## src/rtl/multi_cycle_control_if.sv

```systemverilog
// Control bundle between the multi-cycle controller and its datapath.
// master = controller side, slave = datapath side.
interface multi_cycle_control_if;
    logic [5:0] Op;
    logic       MemReady;
    logic       PCWrite;
    logic       PCWriteCond;
    logic       IorD;
    logic       MemRead;
    logic       MemWrite;
    logic       IRWrite;
    logic       MemtoReg;
    logic       RegWrite;
    logic       RegDst;
    logic       ALUSrcA;
    logic [1:0] PCSource;
    logic [1:0] ALUSrcB;
    logic [1:0] ALUOp;
    logic       Illegal;
    logic [3:0] State;

    modport master (
        input  Op,
        input  MemReady,
        output PCWrite,
        output PCWriteCond,
        output IorD,
        output MemRead,
        output MemWrite,
        output IRWrite,
        output MemtoReg,
        output RegWrite,
        output RegDst,
        output ALUSrcA,
        output PCSource,
        output ALUSrcB,
        output ALUOp,
        output Illegal,
        output State
    );

    modport slave (
        output Op,
        output MemReady,
        input  PCWrite,
        input  PCWriteCond,
        input  IorD,
        input  MemRead,
        input  MemWrite,
        input  IRWrite,
        input  MemtoReg,
        input  RegWrite,
        input  RegDst,
        input  ALUSrcA,
        input  PCSource,
        input  ALUSrcB,
        input  ALUOp,
        input  Illegal,
        input  State
    );
endinterface

```

## src/rtl/multi_cycle_control.sv

```systemverilog
// Moore controller for a five-instruction multi-cycle MIPS-style datapath.
// Outputs decode from the registered state and are held at 0 while in reset.
module multi_cycle_control #(
    parameter bit MEM_HANDSHAKE = 1'b1
) (
    input  logic                         clk,
    input  logic                         reset_n,
    multi_cycle_control_if.master        bus
);

    typedef enum logic [3:0] {
        FETCH   = 4'd0,
        DECODE  = 4'd1,
        MEMADR  = 4'd2,
        MEMRD   = 4'd3,
        MEMWB   = 4'd4,
        MEMWR   = 4'd5,
        RTYPEEX = 4'd6,
        RTYPEWB = 4'd7,
        BEQEX   = 4'd8,
        JEX     = 4'd9
    } state_e;

    typedef struct packed {
        logic       pc_write;
        logic       pc_write_cond;
        logic       iord;
        logic       mem_read;
        logic       mem_write;
        logic       ir_write;
        logic       mem_to_reg;
        logic       reg_write;
        logic       reg_dst;
        logic       alu_src_a;
        logic [1:0] pc_source;
        logic [1:0] alu_src_b;
        logic [1:0] alu_op;
        logic       illegal;
    } ctrl_t;

    localparam logic [5:0] OP_LW   = 6'b100011;
    localparam logic [5:0] OP_SW   = 6'b101011;
    localparam logic [5:0] OP_RTYP = 6'b000000;
    localparam logic [5:0] OP_BEQ  = 6'b000100;
    localparam logic [5:0] OP_J    = 6'b000010;

    state_e state_q;
    state_e state_d;
    ctrl_t  ctrl;
    ctrl_t  ctrl_o;
    logic   mem_rdy;

    assign mem_rdy = MEM_HANDSHAKE ? bus.MemReady : 1'b1;

    always_ff @(posedge clk or negedge reset_n) begin
        if (!reset_n) begin
            state_q <= FETCH;
        end else begin
            state_q <= state_d;
        end
    end

    always_comb begin
        ctrl    = '0;
        state_d = FETCH;
        case (state_q)
            FETCH: begin
                ctrl.mem_read  = 1'b1;
                ctrl.alu_src_b = 2'b01;
                ctrl.ir_write  = mem_rdy;
                ctrl.pc_write  = mem_rdy;
                state_d        = mem_rdy ? DECODE : FETCH;
            end
            DECODE: begin
                ctrl.alu_src_b = 2'b11;
                case (bus.Op)
                    OP_LW,
                    OP_SW:   state_d = MEMADR;
                    OP_RTYP: state_d = RTYPEEX;
                    OP_BEQ:  state_d = BEQEX;
                    OP_J:    state_d = JEX;
                    default: begin
                        state_d      = FETCH;
                        ctrl.illegal = 1'b1;
                    end
                endcase
            end
            MEMADR: begin
                ctrl.alu_src_a = 1'b1;
                ctrl.alu_src_b = 2'b10;
                state_d        = (bus.Op == OP_LW) ? MEMRD : MEMWR;
            end
            MEMRD: begin
                ctrl.mem_read = 1'b1;
                ctrl.iord     = 1'b1;
                state_d       = mem_rdy ? MEMWB : MEMRD;
            end
            MEMWB: begin
                ctrl.reg_write  = 1'b1;
                ctrl.mem_to_reg = 1'b1;
                state_d         = FETCH;
            end
            MEMWR: begin
                ctrl.mem_write = 1'b1;
                ctrl.iord      = 1'b1;
                state_d        = mem_rdy ? FETCH : MEMWR;
            end
            RTYPEEX: begin
                ctrl.alu_src_a = 1'b1;
                ctrl.alu_op    = 2'b10;
                state_d        = RTYPEWB;
            end
            RTYPEWB: begin
                ctrl.reg_write = 1'b1;
                ctrl.reg_dst   = 1'b1;
                state_d        = FETCH;
            end
            BEQEX: begin
                ctrl.alu_src_a     = 1'b1;
                ctrl.alu_op        = 2'b01;
                ctrl.pc_write_cond = 1'b1;
                ctrl.pc_source     = 2'b01;
                state_d            = FETCH;
            end
            JEX: begin
                ctrl.pc_write  = 1'b1;
                ctrl.pc_source = 2'b10;
                state_d        = FETCH;
            end
            // Unencoded states recover silently to FETCH.
            default: begin
                ctrl    = '0;
                state_d = FETCH;
            end
        endcase
    end

    // Reset gates the outputs combinationally so FETCH strobes stay quiet.
    assign ctrl_o = reset_n ? ctrl : '0;

    assign bus.PCWrite     = ctrl_o.pc_write;
    assign bus.PCWriteCond = ctrl_o.pc_write_cond;
    assign bus.IorD        = ctrl_o.iord;
    assign bus.MemRead     = ctrl_o.mem_read;
    assign bus.MemWrite    = ctrl_o.mem_write;
    assign bus.IRWrite     = ctrl_o.ir_write;
    assign bus.MemtoReg    = ctrl_o.mem_to_reg;
    assign bus.RegWrite    = ctrl_o.reg_write;
    assign bus.RegDst      = ctrl_o.reg_dst;
    assign bus.ALUSrcA     = ctrl_o.alu_src_a;
    assign bus.PCSource    = ctrl_o.pc_source;
    assign bus.ALUSrcB     = ctrl_o.alu_src_b;
    assign bus.ALUOp       = ctrl_o.alu_op;
    assign bus.Illegal     = ctrl_o.illegal;
    assign bus.State       = state_q;

endmodule

```

## src/flat_wrapper.sv

```systemverilog
// flat-port wrapper written by rule: the top's interface ports become plain ports
module multi_cycle_control_flat 
#(
    parameter bit MEM_HANDSHAKE = 1'b1
)
  (clk, reset_n, bus_Op, bus_MemReady, bus_PCWrite, bus_PCWriteCond, bus_IorD, bus_MemRead, bus_MemWrite, bus_IRWrite, bus_MemtoReg, bus_RegWrite, bus_RegDst, bus_ALUSrcA, bus_PCSource, bus_ALUSrcB, bus_ALUOp, bus_Illegal, bus_State);
  multi_cycle_control_if bus_i ();
  input  logic clk;
  input  logic reset_n;
  input wire logic [$bits(bus_i.Op)-1:0] bus_Op;
  input wire logic [$bits(bus_i.MemReady)-1:0] bus_MemReady;
  output wire logic [$bits(bus_i.PCWrite)-1:0] bus_PCWrite;
  output wire logic [$bits(bus_i.PCWriteCond)-1:0] bus_PCWriteCond;
  output wire logic [$bits(bus_i.IorD)-1:0] bus_IorD;
  output wire logic [$bits(bus_i.MemRead)-1:0] bus_MemRead;
  output wire logic [$bits(bus_i.MemWrite)-1:0] bus_MemWrite;
  output wire logic [$bits(bus_i.IRWrite)-1:0] bus_IRWrite;
  output wire logic [$bits(bus_i.MemtoReg)-1:0] bus_MemtoReg;
  output wire logic [$bits(bus_i.RegWrite)-1:0] bus_RegWrite;
  output wire logic [$bits(bus_i.RegDst)-1:0] bus_RegDst;
  output wire logic [$bits(bus_i.ALUSrcA)-1:0] bus_ALUSrcA;
  output wire logic [$bits(bus_i.PCSource)-1:0] bus_PCSource;
  output wire logic [$bits(bus_i.ALUSrcB)-1:0] bus_ALUSrcB;
  output wire logic [$bits(bus_i.ALUOp)-1:0] bus_ALUOp;
  output wire logic [$bits(bus_i.Illegal)-1:0] bus_Illegal;
  output wire logic [$bits(bus_i.State)-1:0] bus_State;
  assign bus_i.Op = bus_Op;
  assign bus_i.MemReady = bus_MemReady;
  assign bus_PCWrite = bus_i.PCWrite;
  assign bus_PCWriteCond = bus_i.PCWriteCond;
  assign bus_IorD = bus_i.IorD;
  assign bus_MemRead = bus_i.MemRead;
  assign bus_MemWrite = bus_i.MemWrite;
  assign bus_IRWrite = bus_i.IRWrite;
  assign bus_MemtoReg = bus_i.MemtoReg;
  assign bus_RegWrite = bus_i.RegWrite;
  assign bus_RegDst = bus_i.RegDst;
  assign bus_ALUSrcA = bus_i.ALUSrcA;
  assign bus_PCSource = bus_i.PCSource;
  assign bus_ALUSrcB = bus_i.ALUSrcB;
  assign bus_ALUOp = bus_i.ALUOp;
  assign bus_Illegal = bus_i.Illegal;
  assign bus_State = bus_i.State;
  multi_cycle_control #(.MEM_HANDSHAKE(MEM_HANDSHAKE)) u_core (.clk(clk), .reset_n(reset_n), .bus(bus_i));
endmodule
```

## config.mk

```make
export PLATFORM = sky130hd
export DESIGN_NAME = multi_cycle_control_flat
export DESIGN_NICKNAME = d
export VERILOG_FILES = /design/src/rtl/multi_cycle_control_if.sv /design/src/rtl/multi_cycle_control.sv /design/src/flat_wrapper.sv
export SDC_FILE = /design/constraint.sdc
export NUM_CORES = 1
export LEC_CHECK = 0
export ABC_AREA = 1
export CORE_AREA = 2 2 39 41
export DETAILED_ROUTE_END_ITERATION = 6
export DIE_AREA = 0 0 41 43
export MAX_ROUTING_LAYER = met4
export PLACE_DENSITY = 0.83
export SYNTH_ARGS = -nofsm -noshare
export SYNTH_HDL_FRONTEND = slang
export SYNTH_SLANG_ARGS = --single-unit
```

## constraint.sdc

```tcl
create_clock -name clk -period 1.7 [get_ports clk]
set_clock_uncertainty 0.15 [all_clocks]
set_input_delay 0.17 -clock clk [delete_from_list [all_inputs] [get_ports clk]]
set_output_delay 0.17 -clock clk [all_outputs]
set_load 0.01 [all_outputs]
```

# [Yosys cells after proc, flatten, opt, wreduce, memory -nomap -nowiden]
# Cells that the tools add are included.
# Widths: inputs -> output; s select.
[op_classes] n_eq_ne=13 reduce_logical=8 mux=22
[ops] operator="$pmux 4 s6" count=1
[ops] operator="$mux 17" count=1
[ops] operator="$eq 4x3->1 const B" count=4
[ops] operator="$pmux 4 s4" count=1
[ops] operator="$eq 6x6->1 const B" count=2
[ops] operator="$mux 1" count=12
[ops] operator="$mux 3" count=3
[ops] operator="$eq 4x2->1 const B" count=2
[ops] operator="$eq 4x4->1 const B" count=2
[ops] operator="$pmux 2 s2" count=2
[ops] operator="$reduce_or 2->1" count=4
[ops] operator="$eq 6x2->1 const B" count=1
[ops] operator="$eq 6x3->1 const B" count=1
[ops] operator="$logic_not 6->1" count=1
[ops] operator="$pmux 2 s3" count=1
[ops] operator="$reduce_or 5->1" count=1
[ops] operator="$eq 4x1->1 const B" count=1
[ops] operator="$logic_not 4->1" count=1
[ops] operator="$reduce_or 3->1" count=1
[ops] operator="$pmux 1 s2" count=1
[word_totals] out_inout_bits=21 input_bits=9 ff_bits=4 word_cells=44

# [Logic depth before layout (Yosys ltp)]
[depth] depth_word=5 mapped_depth=7 ltp_nobuf=7

# [Worst setup path after synthesis]
# OpenSTA, ideal clock, no wires.
[synth_timing] path_kind="flip-flop to output port" startpoint="register u_core.state_q[3] (netlist: u_core.bus.State[3])" endpoint="output bus_Illegal" slack_ns=0.323 n_path_buf=0 t_required_ns=1.380 path_stages_with_launch=6 arrival_time_ns=1.057 path_cell_list="dfrtp_1 nor2_4 nand2_2 nor2_2 nand3_1 nor2_1"
[synth_via] elab_chain_cells=3
[synth_rtl] item="start: declaration" line_no="multi_cycle_control.sv:47" rtl="state_e state_q;"
[synth_rtl] item="start signal: assignment" line_no="multi_cycle_control.sv:59" rtl="state_q <= state_d;"
[synth_rtl] item="$eq 4x1->1" line_no="multi_cycle_control.sv:66" rtl="case (state_q)"
[synth_rtl] item="$mux 1" line_no="multi_cycle_control.sv:66"
[synth_rtl] item="$mux 17" line_no="multi_cycle_control.sv:139" rtl="assign ctrl_o = reset_n ? ctrl : '0;"
[synth_rtl] item="end: declaration" line_no="flat_wrapper.sv:25" rtl="output wire logic [$bits(bus_i.Illegal)-1:0] bus_Illegal;"
# Every way passes these cells.

# [Worst setup path in the final report]
[layout_timing] startpoint="register u_core.state_q[2] (netlist: u_core.bus.State[2])" endpoint="output bus_Illegal"
# Same word-level chain as after synthesis.

==> results.md <==
- Mean area per synthesized cell: 5.40 um^2
- First-pass GRT wire length: 2530 um
- Leak: 0.526 nW
- Worst path required time: around 1.4 ns
- Tot Pwr: between 0.0003 and 0.0004 W
- Final worst slack: -0.00636 ns
- Setup TNS Final: -0.00636 ns
- Boundary Pins: 30
- Area grow syn2layout: 104%
- Startpoint Class: flip-flop
- FILL cells: ~120
- Distinct cell type count after synthesis: 17
- Drt via density: approximately 4.7
- Worst min path class: in -> async
- Final number of hold-violating endpoints: 0
- Max Cap Violations: 0
- Die Ht: ~43 um
- Final critical-path share of the clock period: 1.00
- IO buf count: 29
- CP Capture Type: output pin
- Power Dens Cells: between 400 and 500 mW/mm^2
- GR Layer Usage met2: 0.419
- Total track usage: 0.207
- Number of DRC markers in iteration 0: 10
- Main synth FF type: dfrtp_1
- CTS buffer count: 3
- Syn Inst Count: 85
- Largest net degree at the start of global routing: 8
- Clk_lat worst skew: around 0.23 ns
- Routed len/inst: around 10 um
- Most common cell after layout, fill and taps aside: nor2_1
- CTS tree: built
- Most frequent cells in the layout: nor2_1, buf_4, nand2_1, clkdlybuf4s50_1, inv_1
- 1st-pass router iterations: 4
- Warning count from the yosys run: 0
- Vias in the first global route: about 670
- Core Region: roughly 0.0014 mm^2
- Via Count: 718
- Slew Limit Fails: 0
- Ant diodes: 0
- CTS H-tree depth: 1
- Post-route ant nets: 0
- Detailed placer's ending HPWL: about 1200 um
- F_max: between 0.5 and 0.6 GHz
- Die Width: 41 um
- RSZ-0062 raised after global routing: yes
- Failing checks: negative setup slack
- Grt ovf: 0
- Initial antenna violation count: 0
- Status: finished with violations
- Clock sinks: 4
- Syn nets: 94
- Period minus WS final: about 1.7 ns
- Post-synth EDFFs: 0
- Rows: 14
- Max VDD drop: 0.341 mV
- Worst slew margin: 0.862
- CTS root buf: clkbuf_4
- Crit path kind: reg -> out
- DRC viols: 0
- Asr flop ratio synth: 1.00
- Worst-path clk slew: 0.03 ns
- Crit Path Max Fanout: 3
- Share of layout cells above drive strength 1: 0.377
- Seq/Total Area, Yosys: 0.218
- Met3 Track Usage GR: 0.00524
- Slew of the pin with the lowest slew margin: about 0.2 ns
- GRT Max-Usage Layer: met2
- Initial core utilization: 0.332
- Detailed Route WL: between 1500 and 2000 um
- Clock tree buffer depth: 2
- GP Congestion: 0.802
- Grt met1 use: 0.193
- Final #Nets: between 100 and 150
- Setup violations, final: 1
- Placement Setup Slack: -0.306 ns
- Arr. time, crit path: approximately 1.4 ns
- DIE AREA: 0.00176 mm^2
- Flip-flop count of the largest register after layout: 4
- Synthesized area: approximately 460 um^2
- Synth Register Bits: 4
==> layout make-up <==
type | instances | area, um^2 | share of cell area
inverter | 14 | 52.6 | 0.0560
timing repair buffer | 51 | 405 | 0.432
multi-input combinational | 66 | 334 | 0.356
tap | 16 | 20.0 | 0.0213
clock buffer | 3 | 22.5 | 0.0240
sequential | 4 | 104 | 0.111
==> per-layer routing <==
metal	vias to the layer above	wire (um)
li1	373	-
met1	315	617
met2	30	896
met3	0	100
met4	0	0
met5	-	0
==> cell usage after synthesis, types with 2 or more instances <==
master | number | area share
inv_1 | 12 | 0.098
nand2_1 | 17 | 0.14
dfrtp_1 | 4 | 0.22
nor2_1 | 24 | 0.20
inv_2 | 2 | 0.016
nor2_2 | 3 | 0.041
a21oi_1 | 5 | 0.054
nor3_1 | 2 | 0.022
nand3_1 | 8 | 0.087
==> worst max-delay path, stage by stage, from the launching register on <==
cell     delay [ns]
dfrtp_1        0.38
buf_6          0.13
nor2_4         0.11
buf_6          0.12
nand2_4        0.05
nor2_2         0.08
nand3_1        0.07
nor2_1         0.08
buf_2          0.13
==> what timing repair did <==
item,CTS,global route
resized for setup,44,23
setup endpoints to repair,17,14
buffers inserted,3,0
pin swaps,1,2
endpoints found under the hold margin,4,0
hold buffers,2,0
==> power by group <==
| group | leakage (nW) | internal [W] | switching [W] |
|---|---|---|---|
| clock | 0.0138 | 0.0000785 | 0.0000325 |
| combinational | 0.462 | 0.0000853 | 0.0000895 |
| sequential | 0.0497 | 0.000101 | 0.00000850 |
==> worst paths after layout <==
check	startpoint	end	slack (ns)	cells after the start
min reg2reg	u_core.bus.State[1]	u_core.bus.State[3]	0.63	4
max in group asynchronous	reset_n	u_core.bus.State[1]	0.74	3
max	u_core.bus.State[2]	bus_Illegal	-0.006	8
min	reset_n	u_core.bus.State[2]	0.47	3
min in group clk	bus_Op[2]	u_core.bus.State[3]	0.57	4
max reg2reg	u_core.bus.State[2]	u_core.bus.State[2]	0.26	8
==> kinds of logic (layout without fill, tap and decap cells) <==
kind of cell | after synthesis | in the layout | share of synthesized area
AO/OA/AOI/OAI | 7 | 7 | 0.0845
buffers and inverters | 15 | 68 | 0.131
flip-flops | 4 | 4 | 0.218
AND/OR/NAND/NOR | 59 | 59 | 0.567
==> stage by stage <==
stage	hold slack [ns]	instances	utilization	area, um^2
after floorplan	-0.276	85	-	459
after global placement	0.359	146	0.643	890
after detailed placement	0.364	146	0.643	890
after CTS	0.443	154	0.684	947
after global routing	0.486	154	0.678	938
final	0.468	154	0.678	938
(Power assumes the default switching activity.)
